[src/rtl/ch_elect_scan_if.sv]
// Memory port bundle for the cluster-head election engine.
// The master drives address/strobe/write data; the slave returns read data.
interface ch_elect_scan_if #(
    parameter int unsigned DATA_WIDTH = 16,
    parameter int unsigned ADDR_WIDTH = 11
);
    logic [ADDR_WIDTH-1:0] address;
    logic                  wr_en;
    logic [DATA_WIDTH-1:0] data_out;
    logic [DATA_WIDTH-1:0] data_in;

    modport master (output address, output wr_en, output data_out, input data_in);
    modport slave  (input address, input wr_en, input data_out, output data_in);
endinterface

[src/rtl/ch_elect_scan.sv]
// Cluster-head election engine: reads own ID/metric plus a neighbour table, writes the decision word.
// Macro CH_ELECT_THRESH_EN enables the CH_THRESH metric-eligibility rule.
module ch_elect_scan #(
    parameter int unsigned           DATA_WIDTH  = 16,
    parameter int unsigned           ADDR_WIDTH  = 11,
    parameter int unsigned           ID_WIDTH    = 8,
    parameter int unsigned           MAX_NBR     = 16,
    parameter int unsigned           ADDR_MY_ID  = 0,
    parameter int unsigned           ADDR_MY_MET = 1,
    parameter int unsigned           ADDR_NCOUNT = 2,
    parameter int unsigned           ADDR_NTABLE = 3,
    parameter int unsigned           ADDR_RESULT = 2047,
    parameter logic [DATA_WIDTH-1:0] CH_THRESH   = 16'h0010
) (
    input  logic                clock,
    input  logic                rst,
    input  logic                en,
    ch_elect_scan_if.master     mem,
    output logic                is_ch,
    output logic                for_aggregation,
    output logic [ID_WIDTH-1:0] ch_id,
    output logic                nbr_ovf,
    output logic                busy,
    output logic                done
);
    localparam int unsigned NW = $clog2(MAX_NBR + 1);
    localparam int unsigned CW = NW + 1;

    typedef enum logic [2:0] {IDLE, HDR, SCAN, WRITE, DONE} state_t;

    state_t                state_q;
    logic [1:0]            step_q;
    logic [NW-1:0]         n_q;
    logic [CW-1:0]         rcv_q;
    logic                  ovf_q;
    logic                  own_elig_q;
    logic                  best_vld_q;
    logic [ID_WIDTH-1:0]   own_id_q;
    logic [ID_WIDTH-1:0]   best_id_q;
    logic [ID_WIDTH-1:0]   cand_id_q;
    logic [DATA_WIDTH-1:0] best_met_q;

    logic                  elig_c;
    logic                  replace_c;
    logic                  ovf_c;
    logic                  win_own_c;
    logic [NW-1:0]         n_c;
    logic [ID_WIDTH-1:0]   win_id_c;
    logic [DATA_WIDTH-1:0] word_c;

`ifdef CH_ELECT_THRESH_EN
    assign elig_c = (mem.data_in >= CH_THRESH);
`else
    logic unused_thresh;
    assign unused_thresh = ^CH_THRESH;
    assign elig_c        = 1'b1;
`endif

    // Count clamp, candidate ranking and decision word
    always_comb begin
        ovf_c     = (mem.data_in > DATA_WIDTH'(MAX_NBR));
        n_c       = ovf_c ? NW'(MAX_NBR) : NW'(mem.data_in);
        replace_c = elig_c && (!best_vld_q || (mem.data_in > best_met_q) ||
                    ((mem.data_in == best_met_q) && (cand_id_q < best_id_q)));
        win_own_c = own_elig_q && best_vld_q && (best_id_q == own_id_q);
        win_id_c  = best_vld_q ? best_id_q : '1;
        word_c                 = '0;
        word_c[DATA_WIDTH-1]   = win_own_c;
        word_c[ID_WIDTH-1:0]   = win_id_c;
    end

    always_ff @(posedge clock) begin
        if (rst) begin
            state_q         <= IDLE;
            step_q          <= '0;
            n_q             <= '0;
            rcv_q           <= '0;
            ovf_q           <= 1'b0;
            own_elig_q      <= 1'b0;
            best_vld_q      <= 1'b0;
            own_id_q        <= '0;
            best_id_q       <= '0;
            cand_id_q       <= '0;
            best_met_q      <= '0;
            mem.address     <= '0;
            mem.wr_en       <= 1'b0;
            mem.data_out    <= '0;
            is_ch           <= 1'b0;
            for_aggregation <= 1'b0;
            ch_id           <= '0;
            nbr_ovf         <= 1'b0;
            busy            <= 1'b0;
            done            <= 1'b0;
        end else begin
            case (state_q)
                IDLE: begin
                    if (en) begin
                        state_q <= HDR;
                        step_q  <= '0;
                        busy    <= 1'b1;
                    end
                end
                // Header reads; each word is captured one cycle after its address
                HDR: begin
                    step_q <= step_q + 2'd1;
                    case (step_q)
                        2'd0: mem.address <= ADDR_WIDTH'(ADDR_MY_ID);
                        2'd1: begin
                            own_id_q    <= mem.data_in[ID_WIDTH-1:0];
                            best_id_q   <= mem.data_in[ID_WIDTH-1:0];
                            mem.address <= ADDR_WIDTH'(ADDR_MY_MET);
                        end
                        2'd2: begin
                            best_met_q  <= mem.data_in;
                            own_elig_q  <= elig_c;
                            best_vld_q  <= elig_c;
                            mem.address <= ADDR_WIDTH'(ADDR_NCOUNT);
                        end
                        default: begin
                            n_q         <= n_c;
                            ovf_q       <= ovf_c;
                            rcv_q       <= '0;
                            mem.address <= ADDR_WIDTH'(ADDR_NTABLE);
                            state_q     <= SCAN;
                        end
                    endcase
                end
                // Even words are IDs, odd words are metrics of the same entry
                SCAN: begin
                    if (rcv_q == {n_q, 1'b0}) begin
                        state_q      <= WRITE;
                        mem.wr_en    <= 1'b1;
                        mem.address  <= ADDR_WIDTH'(ADDR_RESULT);
                        mem.data_out <= word_c;
                    end else begin
                        rcv_q       <= rcv_q + CW'(1);
                        mem.address <= mem.address + ADDR_WIDTH'(1);
                        if (!rcv_q[0]) begin
                            cand_id_q <= mem.data_in[ID_WIDTH-1:0];
                        end else if (replace_c) begin
                            best_id_q  <= cand_id_q;
                            best_met_q <= mem.data_in;
                            best_vld_q <= 1'b1;
                        end
                    end
                end
                WRITE: begin
                    state_q         <= DONE;
                    mem.wr_en       <= 1'b0;
                    mem.address     <= '0;
                    mem.data_out    <= '0;
                    done            <= 1'b1;
                    is_ch           <= win_own_c;
                    ch_id           <= win_id_c;
                    for_aggregation <= win_own_c && (n_q != '0);
                    nbr_ovf         <= ovf_q;
                end
                DONE: begin
                    state_q <= IDLE;
                    done    <= 1'b0;
                    busy    <= 1'b0;
                end
                default: state_q <= IDLE;
            endcase
        end
    end
endmodule

[src/flat_wrapper.sv]
// flat-port wrapper written by rule: the top's interface ports become plain ports
module ch_elect_scan_flat 
#(
    parameter int unsigned           DATA_WIDTH  = 16,
    parameter int unsigned           ADDR_WIDTH  = 11,
    parameter int unsigned           ID_WIDTH    = 8,
    parameter int unsigned           MAX_NBR     = 16,
    parameter int unsigned           ADDR_MY_ID  = 0,
    parameter int unsigned           ADDR_MY_MET = 1,
    parameter int unsigned           ADDR_NCOUNT = 2,
    parameter int unsigned           ADDR_NTABLE = 3,
    parameter int unsigned           ADDR_RESULT = 2047,
    parameter logic [DATA_WIDTH-1:0] CH_THRESH   = 16'h0010
)
  (clock, rst, en, is_ch, for_aggregation, ch_id, nbr_ovf, busy, done, mem_address, mem_wr_en, mem_data_out, mem_data_in);
  ch_elect_scan_if #(.DATA_WIDTH(DATA_WIDTH), .ADDR_WIDTH(ADDR_WIDTH)) mem_i ();
  input  logic clock;
  input  logic rst;
  input  logic en;
  output logic is_ch;
  output logic for_aggregation;
  output logic [ID_WIDTH-1:0] ch_id;
  output logic nbr_ovf;
  output logic busy;
  output logic done;
  output wire logic [$bits(mem_i.address)-1:0] mem_address;
  output wire logic [$bits(mem_i.wr_en)-1:0] mem_wr_en;
  output wire logic [$bits(mem_i.data_out)-1:0] mem_data_out;
  input wire logic [$bits(mem_i.data_in)-1:0] mem_data_in;
  assign mem_address = mem_i.address;
  assign mem_wr_en = mem_i.wr_en;
  assign mem_data_out = mem_i.data_out;
  assign mem_i.data_in = mem_data_in;
  ch_elect_scan #(.DATA_WIDTH(DATA_WIDTH), .ADDR_WIDTH(ADDR_WIDTH), .ID_WIDTH(ID_WIDTH), .MAX_NBR(MAX_NBR), .ADDR_MY_ID(ADDR_MY_ID), .ADDR_MY_MET(ADDR_MY_MET), .ADDR_NCOUNT(ADDR_NCOUNT), .ADDR_NTABLE(ADDR_NTABLE), .ADDR_RESULT(ADDR_RESULT), .CH_THRESH(CH_THRESH)) u_core (.clock(clock), .rst(rst), .en(en), .mem(mem_i), .is_ch(is_ch), .for_aggregation(for_aggregation), .ch_id(ch_id), .nbr_ovf(nbr_ovf), .busy(busy), .done(done));
endmodule
[config.mk]
export PLATFORM = sky130hd
export DESIGN_NAME = ch_elect_scan_flat
export DESIGN_NICKNAME = d
export VERILOG_FILES = /design/src/rtl/ch_elect_scan_if.sv /design/src/rtl/ch_elect_scan.sv /design/src/flat_wrapper.sv
export SDC_FILE = /design/constraint.sdc
export NUM_CORES = 1
export LEC_CHECK = 0
export CAP_MARGIN = 20
export CORE_UTILIZATION = 50
export CTS_CLUSTER_SIZE = 20
export DETAILED_ROUTE_END_ITERATION = 10
export GPL_TIMING_DRIVEN = 0
export PLACE_DENSITY = 0.73
export SYNTH_ARGS = -nofsm -noshare
export SYNTH_HDL_FRONTEND = slang
export SYNTH_SLANG_ARGS = --single-unit
[constraint.sdc]
create_clock -name clock -period 3.2 [get_ports clock]
set_input_delay 0.64 -clock clock [delete_from_list [all_inputs] [get_ports clock]]
set_output_delay 0.64 -clock clock [all_outputs]
set_load 0.005 [all_outputs]
### Word level (Yosys, flattened, before mapping)

Index checks and enable logic that the tools add are counted.

* memories kept: 0
* input bits: 19
* RAM bits: 0
* latch bits: 0
* bits in registers: 100
* memory bits (read-only): 0

* bitwise gates (word level): 3
* muxes and demuxes: 36
* eq/ne operators: 17
* $mul: 0
* shifts and indexed selects: 0
* div/mod/pow operators: 0
* magnitude comparators: 3
* $add $sub $neg: 3
* reductions and logical operators: 28

Operators by type and width (number)
* $mux W16: 5
* $pmux W16 S2: 2
* $mux W8: 5
* $pmux W11 S3: 1
* $eq A16 B16 Y1: 1
* $gt A16 B16 Y1: 1
* $gt A16 B5 Y1 const B: 1
* $pmux W8 S2: 1
* $mux W6: 2
* $pmux W3 S4: 1
* $pmux W6 S2: 1
* $reduce_and A2 Y1: 6
* $add A11 B1 Y11 const B: 1
* $mux W11: 1
* $ne A2 B1 Y1 const B: 5
* $reduce_and A5 Y1: 2
* $reduce_bool A2 Y1: 5
* $mux W3: 3
* $reduce_and A3 Y1: 3
* $eq A8 B8 Y1: 1
* $lt A8 B8 Y1: 1
* $pmux W1 S2: 4
* $add A6 B1 Y6 const B: 1
* $eq A3 B2 Y1 const B: 2
* other kinds (21): 34

### Depth between registers and ports, before layout

Gate-level depths: netlist of the first run.

* depth after elaboration: 7
* depth in mapped cells: 10
* depth with buffers taken out: 8

### Least setup slack after synthesis of the first run

No wires, ideal clock.

* path type: input to register
* from: input mem_data_in[15]
* to: register u_core.best_met_q[10]
* stages: 9
* arrival time: 2313 ps
* path slack: 736 ps
* path buffers: 2
* required time: 3049 ps
* cell sequence: ha_1 -> nand4_2 -> nor4_2 -> o31ai_1 -> a32oi_2 -> and2_1 -> buf_6 -> buf_6 -> o31ai_4

* longest elaborated chain between the ends: 5
* elaborated cells on any way between the ends: 7
* those cells by class: 1 x order compare; 2 x eq/ne; 4 x reduce/logical

RTL lines
* start: declaration: line flat_wrapper.sv:29 `input wire logic [$bits(mem_i.data_in)-1:0] mem_data_in;`
* $gt A16 B16 Y1 or $eq A16 B16 Y1 (tied branches): line ch_elect_scan.sv:63, ch_elect_scan.sv:64
* $logic_or A1 B1 Y1 or $logic_and A1 B1 Y1 (tied branches): line ch_elect_scan.sv:63, ch_elect_scan.sv:64
* $logic_or A1 B1 Y1 (*): line ch_elect_scan.sv:63 `replace_c = elig_c && (!best_vld_q || (mem.data_in > best_met_q) ||`
* $ne A2 B1 Y1 (no source line) (*)
* $reduce_and A5 Y1 (no source line) (*)
* end signal: assignment: line ch_elect_scan.sv:114 `best_met_q <= mem.data_in;`
* end signal: assignment: line ch_elect_scan.sv:142 `best_met_q <= mem.data_in;`
* end: declaration: line ch_elect_scan.sv:41 `logic [DATA_WIDTH-1:0] best_met_q;`

Mark *: on every way between the ends. The rest lies on a longest branch, timed or not.
A chain may end at the register's enable or synchronous reset.

### Worst setup path after layout of the first run

* from: input mem_data_in[15]
* to: register u_core.best_met_q[15]

* longest elaborated chain between the ends: 5
* elaborated cells on any way between the ends: 12
* those cells by class: 1 x order compare; 2 x eq/ne; 5 x mux; 4 x reduce/logical

RTL lines (line)
* $gt A16 B16 Y1 or $eq A16 B16 Y1 (tied branches): ch_elect_scan.sv:63, ch_elect_scan.sv:64
* $logic_or A1 B1 Y1 or $logic_and A1 B1 Y1 (tied branches): ch_elect_scan.sv:63, ch_elect_scan.sv:64
* $logic_or A1 B1 Y1: ch_elect_scan.sv:63
* $ne A2 B1 Y1 (no source line)
* $reduce_and A5 Y1 (no source line)

Several ways; a longest one is shown, not always the timed one. The select of a mux whose other input is x is not followed.

==> results of run 1 <==
metrics by stage:
step | hold WS (ps) | area, sq um | power [uW] | instances
finish | 460.6 | 5733 | 2145 | 753
global route | 485.9 | 5733 | 2228 | 753
CTS | 458.5 | 5733 | 2152 | 753
detailed placement | 444.5 | 5544 | 1399 | 737
global placement | 444.2 | 5529 | 1392 | 736
floorplan | 432.2 | 4847 | 1319 | 555
power by group through the flow:
stage | clock, uW | combinational, uW | sequential, uW
after CTS | 779 | 190 | 1180
after floorplan | 0 | 113 | 1210
after global routing | 831 | 211 | 1190
after detailed placement | 0 | 189 | 1210
final | 771 | 190 | 1180
after global placement | 0 | 182 | 1210
routing by layer:
metal | routed length [microns] | share of wire | track usage | vias to the layer above
met5 | 0 | 0 | 0 | -
met4 | 212 | 0.018 | 0.08250 | 0
met2 | 5573 | 0.47 | 0.4283 | 103
met1 | 5492 | 0.47 | 0.3091 | 2011
li1 | - | - | - | 2094
met3 | 476 | 0.040 | 0.04178 | 19
layout make-up:
cell class              instances  area (sq um)
inverters                      27         101.3
multi-input cells             393          2674
repair buffers                 53         535.5
clock buffers                   9         123.9
flip-flops and latches         93          1862
fillers                       849          3551
well taps                     129         161.4
clock inverters                 7         65.06
plain buffers                  42         210.2
placed cells by master, fill, tap and decap left out, drive strengths merged, types with 3 or more instances in the layout:
cell type,synthesis,layout
nor2,61,61
a31oi,14,14
nand3,12,12
xor2,10,10
nand4b,16,16
clkbuf,27,36
and4,3,3
nor2b,12,12
o21ai,16,16
a211oi,11,11
nor4,7,7
xnor2,7,7
nor3,11,11
buf,15,16
a311oi,8,8
and3,3,3
nand2b,5,5
a22o,4,4
inv,27,31
clkdlybuf4s50,0,52
a21oi,54,54
dfxtp,93,93
ha,28,28
mux2i,16,16
conb,1,7
nand4,6,6
nand2,41,41
o31ai,17,17
how the worst max path moves through the flow:
stage                          startpoint                    end
after CTS                 mem_data_in[15]   u_core.best_met_q[6]
after global routing      mem_data_in[15]   u_core.best_met_q[3]
after detailed placement  mem_data_in[15]   u_core.best_met_q[6]
after floorplan           mem_data_in[15]  u_core.best_met_q[10]
after global placement    mem_data_in[15]   u_core.best_met_q[6]
final                     mem_data_in[15]  u_core.best_met_q[15]
flip-flops by register name, summed over array words and instances (netlist names):
name,cells
u_core.n_q,5
u_core.ch_id,8
u_core.busy,1
u_core.own_id_q,8
u_core.rcv_q,6
u_core.for_aggregation,1
u_core.own_elig_q,1
u_core.is_ch,1
u_core.done,1
u_core.mem.data_out,9
u_core.state_q,3
u_core.ovf_q,1
u_core.best_met_q,16
u_core.cand_id_q,8
u_core.step_q,2
u_core.best_id_q,8
u_core.best_vld_q,1
u_core.mem.address,11
u_core.nbr_ovf,1
u_core.mem.wr_en,1
worst reg2reg max path, stage by stage, from the launching register on:
cell and delay [ps]:
dfxtp_1 430, inv_1 80, ha_1 300, a211o_1 300, o211ai_1 90, o311ai_1 180
a32oi_2 400, clkbuf_1 410, nand4b_1 250, o31ai_4 110
logic make-up (layout without fill, tap and decap cells):
kind of cell	count (synthesis)	after routing
AND/OR/NAND/NOR	191	191
AO/OA/AOI/OAI	134	134
flip-flops	93	93
buffers and inverters	69	138
adder cells (fa/ha/maj)	28	28
XOR/XNOR	17	17
multiplexers	16	16
other	1	7
==> qor.yml, run 1 <==
status: "completed"
cp.buffers_inverters: 2
layout-drive-gt1-share: 0.08333
crit_fanout: 10
critPathLaunchType: "input port"
grt_max_degree: 19
rsz0062_at_grt: "no"
grt_pass1_wl_microns: 19520
hold_start: "u_core.for_aggregation"
dp_hpwl_microns: 8716
fmaxAchievable_mhz: 339.1
synth_top_cell_by_area: "dfxtp_1"
tns_ps: 0
wl_per_cell_microns: 15.61
dr_total_vias: 4227
start_util: 0.5197
drv_slew: 0
post_cts_resized: 0
slew_headroom: 0.4327
swShare: 0.2765
slowest_stage: "clkdlybuf4s50_1"
cp_slowest_stage_delay_ps: 460
r2r-start: "u_core.best_id_q[5]"
coreArea_sq_um: 9284
r2r-end: "u_core.best_met_q[15]"
finalCriticalPeriod_ps: 2949
cts.clk_slew.worst_paths_ps: 100
grt_antenna_before_repair: 0
syn-cell-area_sq_um: 4825
synth_area_leaders: "dfxtp_1 39%, ha_1 7.3%, a21oi_1 5.6%"
p_int_uw: 1552
cp.depth: 9
grt_use_total: 0.2465
worst_slack_ps: 250.7
syn_avg_cell_area_sq_um: 8.788
clock_path_buffers: 2
dr.first_iter.drc_count: 124
synth_mux_area_frac: 0.03320
synth_common_cells: "93 x dfxtp_1, 61 x nor2_1, 54 x a21oi_1"
synth.most_common_cell: "dfxtp_1"
vias_per_cell: 5.614
cts.sinks: 93
pwr-share-clk: 0.359
yosys.area_share.simple: 0.2075
fin_skew_ps: 15.78
die_h_microns: 100.2
crit_type: "in -> reg"
pin_count: 60
netlist-cell-type-count: 52
min_to: "u_core.for_aggregation"
cts-buffers-inserted: 9
synth_compound_area_frac: 0.2046
yosys.area_share.adder: 0.07261
diodes: 0
yosys_most_used_dff: "dfxtp_1"
ant_nets: 0
crit_family: "buffers and inverters"
synth_top_family_by_area: "simple AND/OR/NAND/NOR gates"
hold_depth: 2
cp.required_ps: 3500
synth.top_cell.area_share: 0.3859
area_growth_syn_to_layout_pct: 18.83
htreeDepth: 3
ys_warn_count: 0
drc: 0
finalSetupViolations: 0
die_w_microns: 100.2
dr.pass1.iters: 4
hp-class: "reg -> reg"
post-route-period-util: 0.9217
synth_xor_area_frac: 0.03086
wirelength_microns: 11760
root_buffer: "clkbuf_8"
synth_seq_area_share: 0.3859
clkLatencyLatePin_ps: 380
ir_worst_vdd_uv: 199.3
overflow: 0
p_switching_uw: 593.2
arrival_ps: 3250
maxCapViolations: 0
cp-end-kind: "flop"
routabilityCongestion: 0.8543
holdBufCountCts: 0
ys_ff_latch: 93
r2r_cells: 9
post-route-util: 0.6175
worstMarginPinSlew_ps: 850.9
rows: 35
cts_setup_buffers: 0
synth-edff-count: 0
dieArea_sq_um: 10050
syn_inst: 549
place_ws_ps: -98.34
port_buffers: 52
crit_chain: "clkdlybuf4s50_1 > ha_1 > nand4_2 > nor4_2 > o31ai_1 > a32oi_2 > clkbuf_1 > nand4b_1 > o31ai_4"
r2r_slack_ps: 590
p_leak_uw: 0.002042
p_comb_frac: 0.089
power_density_nw_per_um2: 374.2
grt_pass1_vias: 4038
p_seq_frac: 0.552
ys_async_sr_fraction: 0
finalHoldViolations: 0
nNetsFinal: 666
cts_tree: "done"
Note: power is estimated with default switching activity, not from simulation.
==> inputs of run 2 (changes only) <==
--- a/config.mk
+++ b/config.mk
@@ -5,7 +5,6 @@
 export SDC_FILE = /design/constraint.sdc
 export NUM_CORES = 1
 export LEC_CHECK = 0
-export CAP_MARGIN = 20
 export CORE_UTILIZATION = 50
 export CTS_CLUSTER_SIZE = 20
 export DETAILED_ROUTE_END_ITERATION = 10
==> run 2 against run 1 <==
  * Power is 1.2% higher
  * Utilization is 0.067 points lower
  * Sequential share of layout area is essentially flat
  * Design area is 0.11% lower
  * Sequential power hardly changed
  * Critical path type unchanged
  * Largest cell class unchanged
==> qor.yml, run 2 (same netlist as run 1, synthesis figures left out) <==
status: "completed"
cp-end-kind: "flop"
r2r_cells: 9
maxCapViolations: 0
crit_type: "in -> reg"
start_util: 0.5197
cts_tree: "done"
dr.pass1.iters: 4
drc: 0
wirelength_microns: 11660
fin_skew_ps: 13.50
die_h_microns: 100.2
r2r-end: "u_core.best_met_q[6]"
dpl.cell_count: 736
routabilityCongestion: 0.8543
holdBufCountCts: 0
grt_antenna_before_repair: 0
worst_slack_ps: 264.6
grt_use_total: 0.2464
ant_nets: 0
crit_path_end: "u_core.best_met_q[6]"
rows: 35
dr.first_iter.drc_count: 148
overflow: 0
wl_per_cell_microns: 15.51
post-route-util: 0.6168
rsz0062_at_grt: "no"
cp.required_ps: 3490
hp-class: "reg -> reg"
clock_path_buffers: 2
grt_max_degree: 20
root_buffer: "clkbuf_8"
finalHoldViolations: 0
place_ws_ps: -87.21
power_density_nw_per_um2: 379.1
cts.sinks: 93
p_total_uw: 2171
coreArea_sq_um: 9284
ir_worst_vdd_uv: 182.0
largest_register_ff_count: 16
worstMarginPinSlew_ps: 1178
hold-worst-slack_ps: 458.5
cts.clk_slew.worst_paths_ps: 100
arrival_ps: 3220
crit_fanout: 10
grt_pass1_wl_microns: 19340
critPathLaunchType: "input port"
layout_common_cells: "93 x dfxtp_1, 61 x nor2_1, 54 x a21oi_1"
slew_headroom: 0.2150
num-fill-cells: 841
clkLatencyLatePin_ps: 380
largest_register: "u_core.best_met_q"
critPathLaunch: "mem_data_in[15]"
finalCriticalPeriod_ps: 2935
cts-buffers-inserted: 9
p_leak_uw: 0.002042
htreeDepth: 3
layout_commonest_cell: "dfxtp_1"
cts_setup_buffers: 0
fmaxAchievable_mhz: 340.7
post-route-period-util: 0.9173
r2r-start: "u_core.best_id_q[2]"
r2r_slack_ps: 590
pin_count: 60
diodes: 0
grt_pass1_vias: 3984
nNetsFinal: 665
port_buffers: 52
reg_top3: "u_core.best_met_q x16, u_core.mem.address x11, u_core.mem.data_out x9"
area_growth_syn_to_layout_pct: 18.70
dieArea_sq_um: 10050
post_cts_resized: 0
layout-drive-gt1-share: 0.08186
dp_hpwl_microns: 8678
vias_per_cell: 5.559
drv_slew: 0
die_w_microns: 100.2
instances_no_fill: 752
finalSetupViolations: 0
dr_total_vias: 4180
[run 2: final cells by class]
cell class / instances / area, sq um / share of cell area
Inverter: 27 / 101.3 / 0.01770
Clock buffer: 9 / 123.9 / 0.02163
Multi-Input combinational cell: 393 / 2674 / 0.4669
Clock inverter: 7 / 73.82 / 0.01289
Sequential cell: 93 / 1862 / 0.3251
Tap cell: 129 / 161.4 / 0.02818
Buffer: 42 / 210.2 / 0.03671
Timing Repair Buffer: 52 / 520.5 / 0.09089
[run 2: metal layers]
layer	GRT usage	wire, microns	up-vias
met5	0	0	-
met4	0.09476	133	0
met3	0.04039	451	12
met2	0.4204	5514	100
met1	0.3114	5563	1970
li1	-	-	2098
[run 2: per-stage QoR]
stage,TNS (ps),area [sq um]
5_1_grt,0,5727
4_1_cts,0,5727
3_5_place_dp,-779.4,5529
3_3_place_gp,-321.9,5529
6_report,0,5727
2_1_floorplan,0,4847
[run 2: worst min-delay path by stage]
stage / from / endpoint / depth (start not counted)
after CTS: u_core.for_aggregation / u_core.for_aggregation / 2
after floorplan: u_core.ovf_q / u_core.nbr_ovf / 2
after detailed placement: u_core.for_aggregation / u_core.for_aggregation / 2
final: u_core.for_aggregation / u_core.for_aggregation / 2
after global routing: u_core.is_ch / u_core.is_ch / 2
after global placement: u_core.mem.wr_en / u_core.mem.wr_en / 2
[run 2: where the power goes]
group	switching [uW]	internal, uW	total, uW
registers	13.6	1170	1180
logic	109	78.7	188
clock network	489	310	799
total	612	1560	2170
[run 2: critical path: stages]
cell	delay [ps]
clkdlybuf4s50_1	460
ha_1	330
nand4_2	160
nor4_2	350
o31ai_1	140
a32oi_2	380
clkbuf_1	420
nand4b_1	230
o31ai_4	110
